File: config.mk
export PLATFORM = sky130hd
export DESIGN_NAME = frame_diff_binarize
export DESIGN_NICKNAME = d
export VERILOG_FILES = /design/src/rtl/frame_diff_pkg.sv /design/src/rtl/sync_delay_line.sv /design/src/rtl/frame_diff_binarize.sv
export SDC_FILE = /design/constraint.sdc
export NUM_CORES = 1
export LEC_CHECK = 0
export CORE_MARGIN = 5
export CORE_UTILIZATION = 49
export DETAILED_ROUTE_END_ITERATION = 16
export MAX_ROUTING_LAYER = met4
export PLACE_DENSITY_LB_ADDON = 0.2
export REMOVE_ABC_BUFFERS = 1
export SYNTH_ARGS = -nofsm -noshare
export SYNTH_HDL_FRONTEND = slang
export SYNTH_SLANG_ARGS = --single-unit
export TNS_END_PERCENT = 50
File: constraint.sdc
create_clock -name clk -period 1.5 [get_ports clk]
set_input_delay 0.3 -clock clk [delete_from_list [all_inputs] [get_ports clk]]
set_output_delay 0.3 -clock clk [all_outputs]
set_load 0.02 [all_outputs]
File: src/rtl/frame_diff_pkg.sv
`default_nettype none
// +----------------------------------------------------------------------+
// | frame_diff_pkg                                                       |
// | Shared widths, arming states and overlay constants for motion path.  |
// | Revision: 1.0                                                        |
// +----------------------------------------------------------------------+
package frame_diff_pkg;

  localparam int PIX_W = 8;
  localparam int CNT_W = 19;

  typedef enum logic [1:0] {
    WAIT_FRAME  = 2'd0,
    FIRST_FRAME = 2'd1,
    ACTIVE      = 2'd2
  } arm_state_t;

  // Overlay colours used by the rectangle-marking stages downstream.
  localparam logic [23:0]      c_red_mark_rgb = 24'hFF0000;
  localparam logic [23:0]      c_black_rgb    = 24'h000000;
  localparam logic [PIX_W-1:0] c_mask_on_y    = 8'hFF;
  localparam logic [PIX_W-1:0] c_mask_off_y   = 8'h00;

  // Magnitude of a 9-bit two's-complement pixel difference; 255 is the largest.
  function automatic logic [PIX_W-1:0] abs_diff(input logic [PIX_W:0] d);
    logic [PIX_W:0] w_neg;
    w_neg = ~d + 1'b1;
    return d[PIX_W] ? w_neg[PIX_W-1:0] : d[PIX_W-1:0];
  endfunction

endpackage
`default_nettype wire

File: src/rtl/sync_delay_line.sv
`default_nettype none
// +----------------------------------------------------------------------+
// | sync_delay_line                                                      |
// | Fixed-depth shift register for aligning frame sync strobes.          |
// | Revision: 1.0                                                        |
// +----------------------------------------------------------------------+
module sync_delay_line #(
  parameter int WIDTH = 1,
  parameter int DEPTH = 1
) (
  input  logic             clk,
  input  logic             rst_n,
  input  logic [WIDTH-1:0] din,
  output logic [WIDTH-1:0] dout
);

  logic [WIDTH*DEPTH-1:0] r_shift;

  generate
    if (DEPTH == 1) begin : g_single
      always_ff @(posedge clk or negedge rst_n) begin
        if (!rst_n) r_shift <= '0;
        else        r_shift <= din;
      end
    end else begin : g_chain
      always_ff @(posedge clk or negedge rst_n) begin
        if (!rst_n) r_shift <= '0;
        else        r_shift <= {r_shift[WIDTH*(DEPTH-1)-1:0], din};
      end
    end
  endgenerate

  assign dout = r_shift[WIDTH*DEPTH-1 -: WIDTH];

endmodule
`default_nettype wire

File: src/rtl/frame_diff_binarize.sv
`default_nettype none
// +----------------------------------------------------------------------+
// | frame_diff_binarize                                                  |
// | |cur - prev| > threshold motion mask with per-frame pixel count.     |
// | Revision: 1.0                                                        |
// +----------------------------------------------------------------------+
module frame_diff_binarize
  import frame_diff_pkg::*;
#(
  parameter logic [10:0]      IMG_WIDTH         = 11'd640,
  parameter logic [10:0]      IMG_HEIGHT        = 11'd480,
  parameter logic [CNT_W-1:0] MIN_MOTION_PIXELS = 19'd200,
  parameter int               PIPE_DEPTH        = 3
) (
  input  logic             clk,
  input  logic             rst_n,
  input  logic             per_frame_vsync,
  input  logic             per_frame_href,
  input  logic             per_frame_clken,
  input  logic [PIX_W-1:0] per_img_Y,
  input  logic [PIX_W-1:0] prev_img_Y,
  input  logic [PIX_W-1:0] diff_threshold,
  output logic             post_frame_vsync,
  output logic             post_frame_href,
  output logic             post_frame_clken,
  output logic             post_img_Bit,
  output logic [CNT_W-1:0] motion_pixel_cnt,
  output logic             motion_flag
);

  localparam int              c_frame_pixels = int'(IMG_WIDTH) * int'(IMG_HEIGHT);
  localparam logic [CNT_W-1:0] c_cnt_one     = 1;

  generate
    if (PIPE_DEPTH != 3 || c_frame_pixels > (1 << CNT_W) - 1) begin : g_param_check
      $error("frame_diff_binarize: PIPE_DEPTH must be 3 and a frame must fit the counter");
    end
  endgenerate

  // ---------------- input-side frame tracking ----------------
  logic       r_vsync_d;
  logic       r_primed;
  logic       w_vs_rise;
  logic       w_vs_fall;
  arm_state_t r_state;
  logic [PIX_W-1:0] r_thr;

  // r_primed blocks a false rising edge when reset releases mid-frame.
  assign w_vs_rise = per_frame_vsync & ~r_vsync_d & r_primed;
  assign w_vs_fall = ~per_frame_vsync & r_vsync_d & r_primed;

  always_ff @(posedge clk or negedge rst_n) begin
    if (!rst_n) begin
      r_vsync_d <= 1'b0;
      r_primed  <= 1'b0;
      r_thr     <= '0;
      r_state   <= WAIT_FRAME;
    end else begin
      r_vsync_d <= per_frame_vsync;
      r_primed  <= 1'b1;
      if (w_vs_rise) r_thr <= diff_threshold;
      case (r_state)
        WAIT_FRAME:  if (w_vs_rise) r_state <= FIRST_FRAME;
        FIRST_FRAME: if (w_vs_fall) r_state <= ACTIVE;
        ACTIVE:      r_state <= ACTIVE;
        default:     r_state <= WAIT_FRAME;
      endcase
    end
  end

  // ---------------- pixel pipeline ----------------
  logic [PIX_W:0]   r_diff;
  logic [PIX_W-1:0] r_abs;
  logic             r_arm1;
  logic             r_arm2;
  logic             r_hit;

  always_ff @(posedge clk or negedge rst_n) begin
    if (!rst_n) begin
      r_diff <= '0;
      r_arm1 <= 1'b0;
      r_abs  <= '0;
      r_arm2 <= 1'b0;
      r_hit  <= 1'b0;
    end else begin
      r_diff <= {1'b0, per_img_Y} - {1'b0, prev_img_Y};
      r_arm1 <= (r_state == ACTIVE);
      r_abs  <= abs_diff(r_diff);
      r_arm2 <= r_arm1;
      r_hit  <= (r_abs > r_thr) & r_arm2;
    end
  end

  logic [2:0] w_post_sync;

  sync_delay_line #(
    .WIDTH (3),
    .DEPTH (PIPE_DEPTH)
  ) u_sync_delay (
    .clk   (clk),
    .rst_n (rst_n),
    .din   ({per_frame_vsync, per_frame_href, per_frame_clken}),
    .dout  (w_post_sync)
  );

  assign post_frame_vsync = w_post_sync[2];
  assign post_frame_href  = w_post_sync[1];
  assign post_frame_clken = w_post_sync[0];
  assign post_img_Bit     = r_hit & post_frame_href & post_frame_clken;

  // ---------------- output-side motion counter ----------------
  logic             r_post_vs_d;
  logic [CNT_W-1:0] r_cnt;
  logic             w_post_rise;
  logic             w_post_fall;

  assign w_post_rise = post_frame_vsync & ~r_post_vs_d;
  assign w_post_fall = ~post_frame_vsync & r_post_vs_d;

  always_ff @(posedge clk or negedge rst_n) begin
    if (!rst_n) begin
      r_post_vs_d      <= 1'b0;
      r_cnt            <= '0;
      motion_pixel_cnt <= '0;
      motion_flag      <= 1'b0;
    end else begin
      r_post_vs_d <= post_frame_vsync;
      if (w_post_rise)
        r_cnt <= '0;
      else if (post_img_Bit && r_cnt != '1)
        r_cnt <= r_cnt + c_cnt_one;
      if (w_post_fall) begin
        motion_pixel_cnt <= r_cnt;
        motion_flag      <= (r_cnt > MIN_MOTION_PIXELS);
      end
    end
  end

endmodule
`default_nettype wire

==> key figures <==
Floorplan
  • Die Width: 98.43 µm
  • IO Pins: 53
  • Core area: 7687 µm²
  • Die area: 9687 µm²
  • Vert. Die Dim: 98.43 µm
  • Initial Utilization: 49.84%
  • FP Rows: 32

Yosys
  • Yosys warnings: 0
  • Synth Area in Compound Gates: 7.805%
  • XOR/XNOR Fraction of Synth Area: 5.944%
  • Post-synth top area share: 52.25%
  • Post-synth top flop: dfrtp_1
  • Area share of and/or/nand/nor cells after synthesis: 15.38%
  • Synth Cell Area: 3831 µm²
  • Top cells by count, synth: 80 x dfrtp_1, 28 x inv_1, 27 x nor2_1
  • Sequential fraction of the synthesis area: 52.25%
  • Post-synth ARST share: 100.0%
  • Most common cell in the synthesized netlist: dfrtp_1
  • Syn Inst Count: 334
  • Cell accounting for the most synthesized area: dfrtp_1
  • Mux cell area share after synthesis: 7.315%
  • Synthesized area per cell: 11.47 µm²
  • EDFF count, synth: 0
  • Seq cells post-synth: 80
  • Netlist cell types: 48
  • Area share of fa/ha/maj cells after synthesis: 7.707%
  • Top post-synthesis cells by area: dfrtp_1 52%, ha_1 7.2%, mux2_2 7.1%
  • Largest family of logic cells by synthesized area: simple AND/OR/NAND/NOR gates

GRT
  • First-pass GRT wire length: 13.39 mm
  • Total GRT Usage: 17.65%
  • Initial antenna violation count: 0
  • Vias in the first global route: 2844
  • Global route overflow: 0
  • Largest net degree at the start of global routing: 31

Detailed routing
  • Drt drc: 0
  • First DRT Iteration DRCs: 90
  • Via count: 2789
  • Remaining antenna violation count: 0
  • Routed WL: 7.828 mm
  • Vias per inst: 5.062
  • Drt wl/cell: 14.21 µm
  • First drt pass iteration count: 5

CTS
  • Clk sink count: 80
  • CTS tree: done
  • Clock transition at path regs: 90 ps
  • H-Tree Depth: 3
  • Maximum buffer depth of the clock tree: 2
  • Clk_lat worst skew: 350 ps
  • Root buffer cell: clkbuf_8
  • TritonCTS Buffers: 9

Pwr
  • P per Cell Area: 1019 nW/µm²
  • Total power: 5.375 mW
  • Leakage power: 2.680 nW
  • Maximum vdd drop: 0.6714 mV

Finish
  • Area occupied by registers: 2002 µm²
  • Area of the multi-input gates: 1858 µm²
  • Nets: 496
  • Post-Route Utilization: 68.64%
  • Final instance area: 5276 µm²
  • Layout cell share with drive strength beyond 1: 29.62%
  • Diodes inserted: 0
  • Synth-to-Final Area Change: 37.72%
  • Filler cells: 600

Worst setup path
  • Slowest CP cell: dfrtp_1
  • Critical-path cell list: ha_2 -> and4_4 -> nand4_4 -> buf_6 -> o21ai_4 -> buf_4 -> xnor2_1 -> nor2_1
  • Crit path arrival time: 1960 ps
  • Slowest stage delay, CP: 390 ps
  • Worst Setup Start Kind: register
  • Worst EP required: 1740 ps
  • CP delay by family, top: simple AND/OR/NAND/NOR gates
  • CP endpoint kind: register
  • CP Buf/Inv Count: 2
  • Worst-path fanout max: 4
  • Crit Path Category: register to register

STA
  • Worst clock skew: 9.814 ps
  • Fmax: 0.5827 GHz
  • Unrepaired setup endpoints after global routing: true
  • Setup WS post-layout: -216.0 ps
  • Period minus WS final: 1716 ps
  • Final hold violations: 0
  • Final Max Slew Viols: 0
  • Setup violators final: 18
  • Fin crit share: 114.4%

Worst hold path
  • Hold WC Path Type: input port to register

Placed design
  • Post-DP Area: 4825 µm²
  • Gpl congestion: 0.8189
  • Port Buffers: 52
  • DP Wirelength: 5.426 mm

Outcome
  • Violated checks: negative setup slack
  • Outcome: finished with violations

Flow run
  • Maxcap violations: 0
[sequential cells by signal (all words and copies together), names as in the netlist]
name / cells
r_primed: 1
u_sync_delay.r_shift: 9
motion_flag: 1
r_arm1: 1
r_cnt: 19
r_hit: 1
r_diff: 9
motion_pixel_cnt: 19
r_post_vs_d: 1
r_abs: 8
r_state: 2
r_thr: 8
r_arm2: 1
[layout by cell type (no fill, tap or decap), types with 9 or more instances in the layout]
cell type,synthesis,layout
inv_1,28,24
ha_1,22,15
dlygate4sd2_1,0,21
xor2_1,10,10
mux2_2,24,24
clkbuf_8,0,9
dfrtp_1,80,80
clkdlybuf4s50_1,0,17
nand2_1,17,17
o21ai_0,14,10
nor2_1,27,27
buf_4,0,47
xnor2_1,16,16
[what timing repair did]
action | 4_1_cts | 5_1_grt
setup endpoints to repair | 48 | 31
pin swaps | 29 | 22
resized for setup | 69 | 18
hold buffers | 1 | 0
endpoints found under the hold margin | 28 | 0
setup buffers | 8 | 1
[cell families (layout without fill, tap and decap cells)]
| group | Yosys count | in the layout |
|---|---|---|
| fa+ha+maj | 23 | 23 |
| mux | 25 | 25 |
| buf+inv | 35 | 150 |
| flops | 80 | 80 |
| other cells | 1 | 1 |
| xor+xnor | 26 | 26 |
| compound gates | 46 | 46 |
| simple gates | 98 | 98 |
[worst reg2reg max path: cells and delay by family, from the launching register on]
family / cells / cell delay [ps]
flip-flops: 1 / 390
AND/OR/NAND/NOR: 3 / 460
adder cells (fa/ha/maj): 1 / 190
XOR/XNOR: 1 / 100
AO/OA/AOI/OAI: 1 / 160
buffers and inverters: 2 / 300
[per-layer routing]
layer,global-route usage [%],wire (µm),up-vias
met3,4.246,326,9
met1,24.10,3723,1347
met4,5.882,88,0
li1,-,-,1374
met2,26.05,3689,59
met5,-,0,-
[power by group]
part	internal [mW]	switching (mW)	total [mW]
clock network	0.940	0.812	1.75
registers	2.40	0.137	2.54
logic	0.563	0.518	1.08
[final timing paths]
check                                        start  depth (start not counted)  slack (ps)                       to
max                                       r_cnt[0]                          8        -220                 r_cnt[0]
min                                  prev_img_Y[0]                          3         220                r_diff[0]
max reg2reg                               r_cnt[0]                          8        -220                 r_cnt[0]
min reg2reg                u_sync_delay.r_shift[3]                          0         350  u_sync_delay.r_shift[6]
max in group asynchronous                    rst_n                          3         600                r_cnt[15]
min in group asynchronous                    rst_n                          2         420                 r_thr[6]
[per-stage QoR]
step	instances	setup TNS, ps	setup WS, ps	hold WS [ps]
detailed placement	525	-6803	-865.1	256.2
global route	551	-3552	-263.1	202.2
global placement	525	-5945	-781.0	250.0
finish	551	-2207	-216.0	224.6
floorplan	328	-2805	-256.8	4.409
CTS	550	-2361	-154.0	186.3
[final cells by class]
type	instances	area share (%)
tap	102	2.419
clock inverter	7	1.826
clock buffer	9	2.348
timing repair buffer	105	18.19
inverter	29	2.063
sequential	80	37.94
multi-input combinational	219	35.21
No activity file was read; power rests on OpenSTA's default activity.
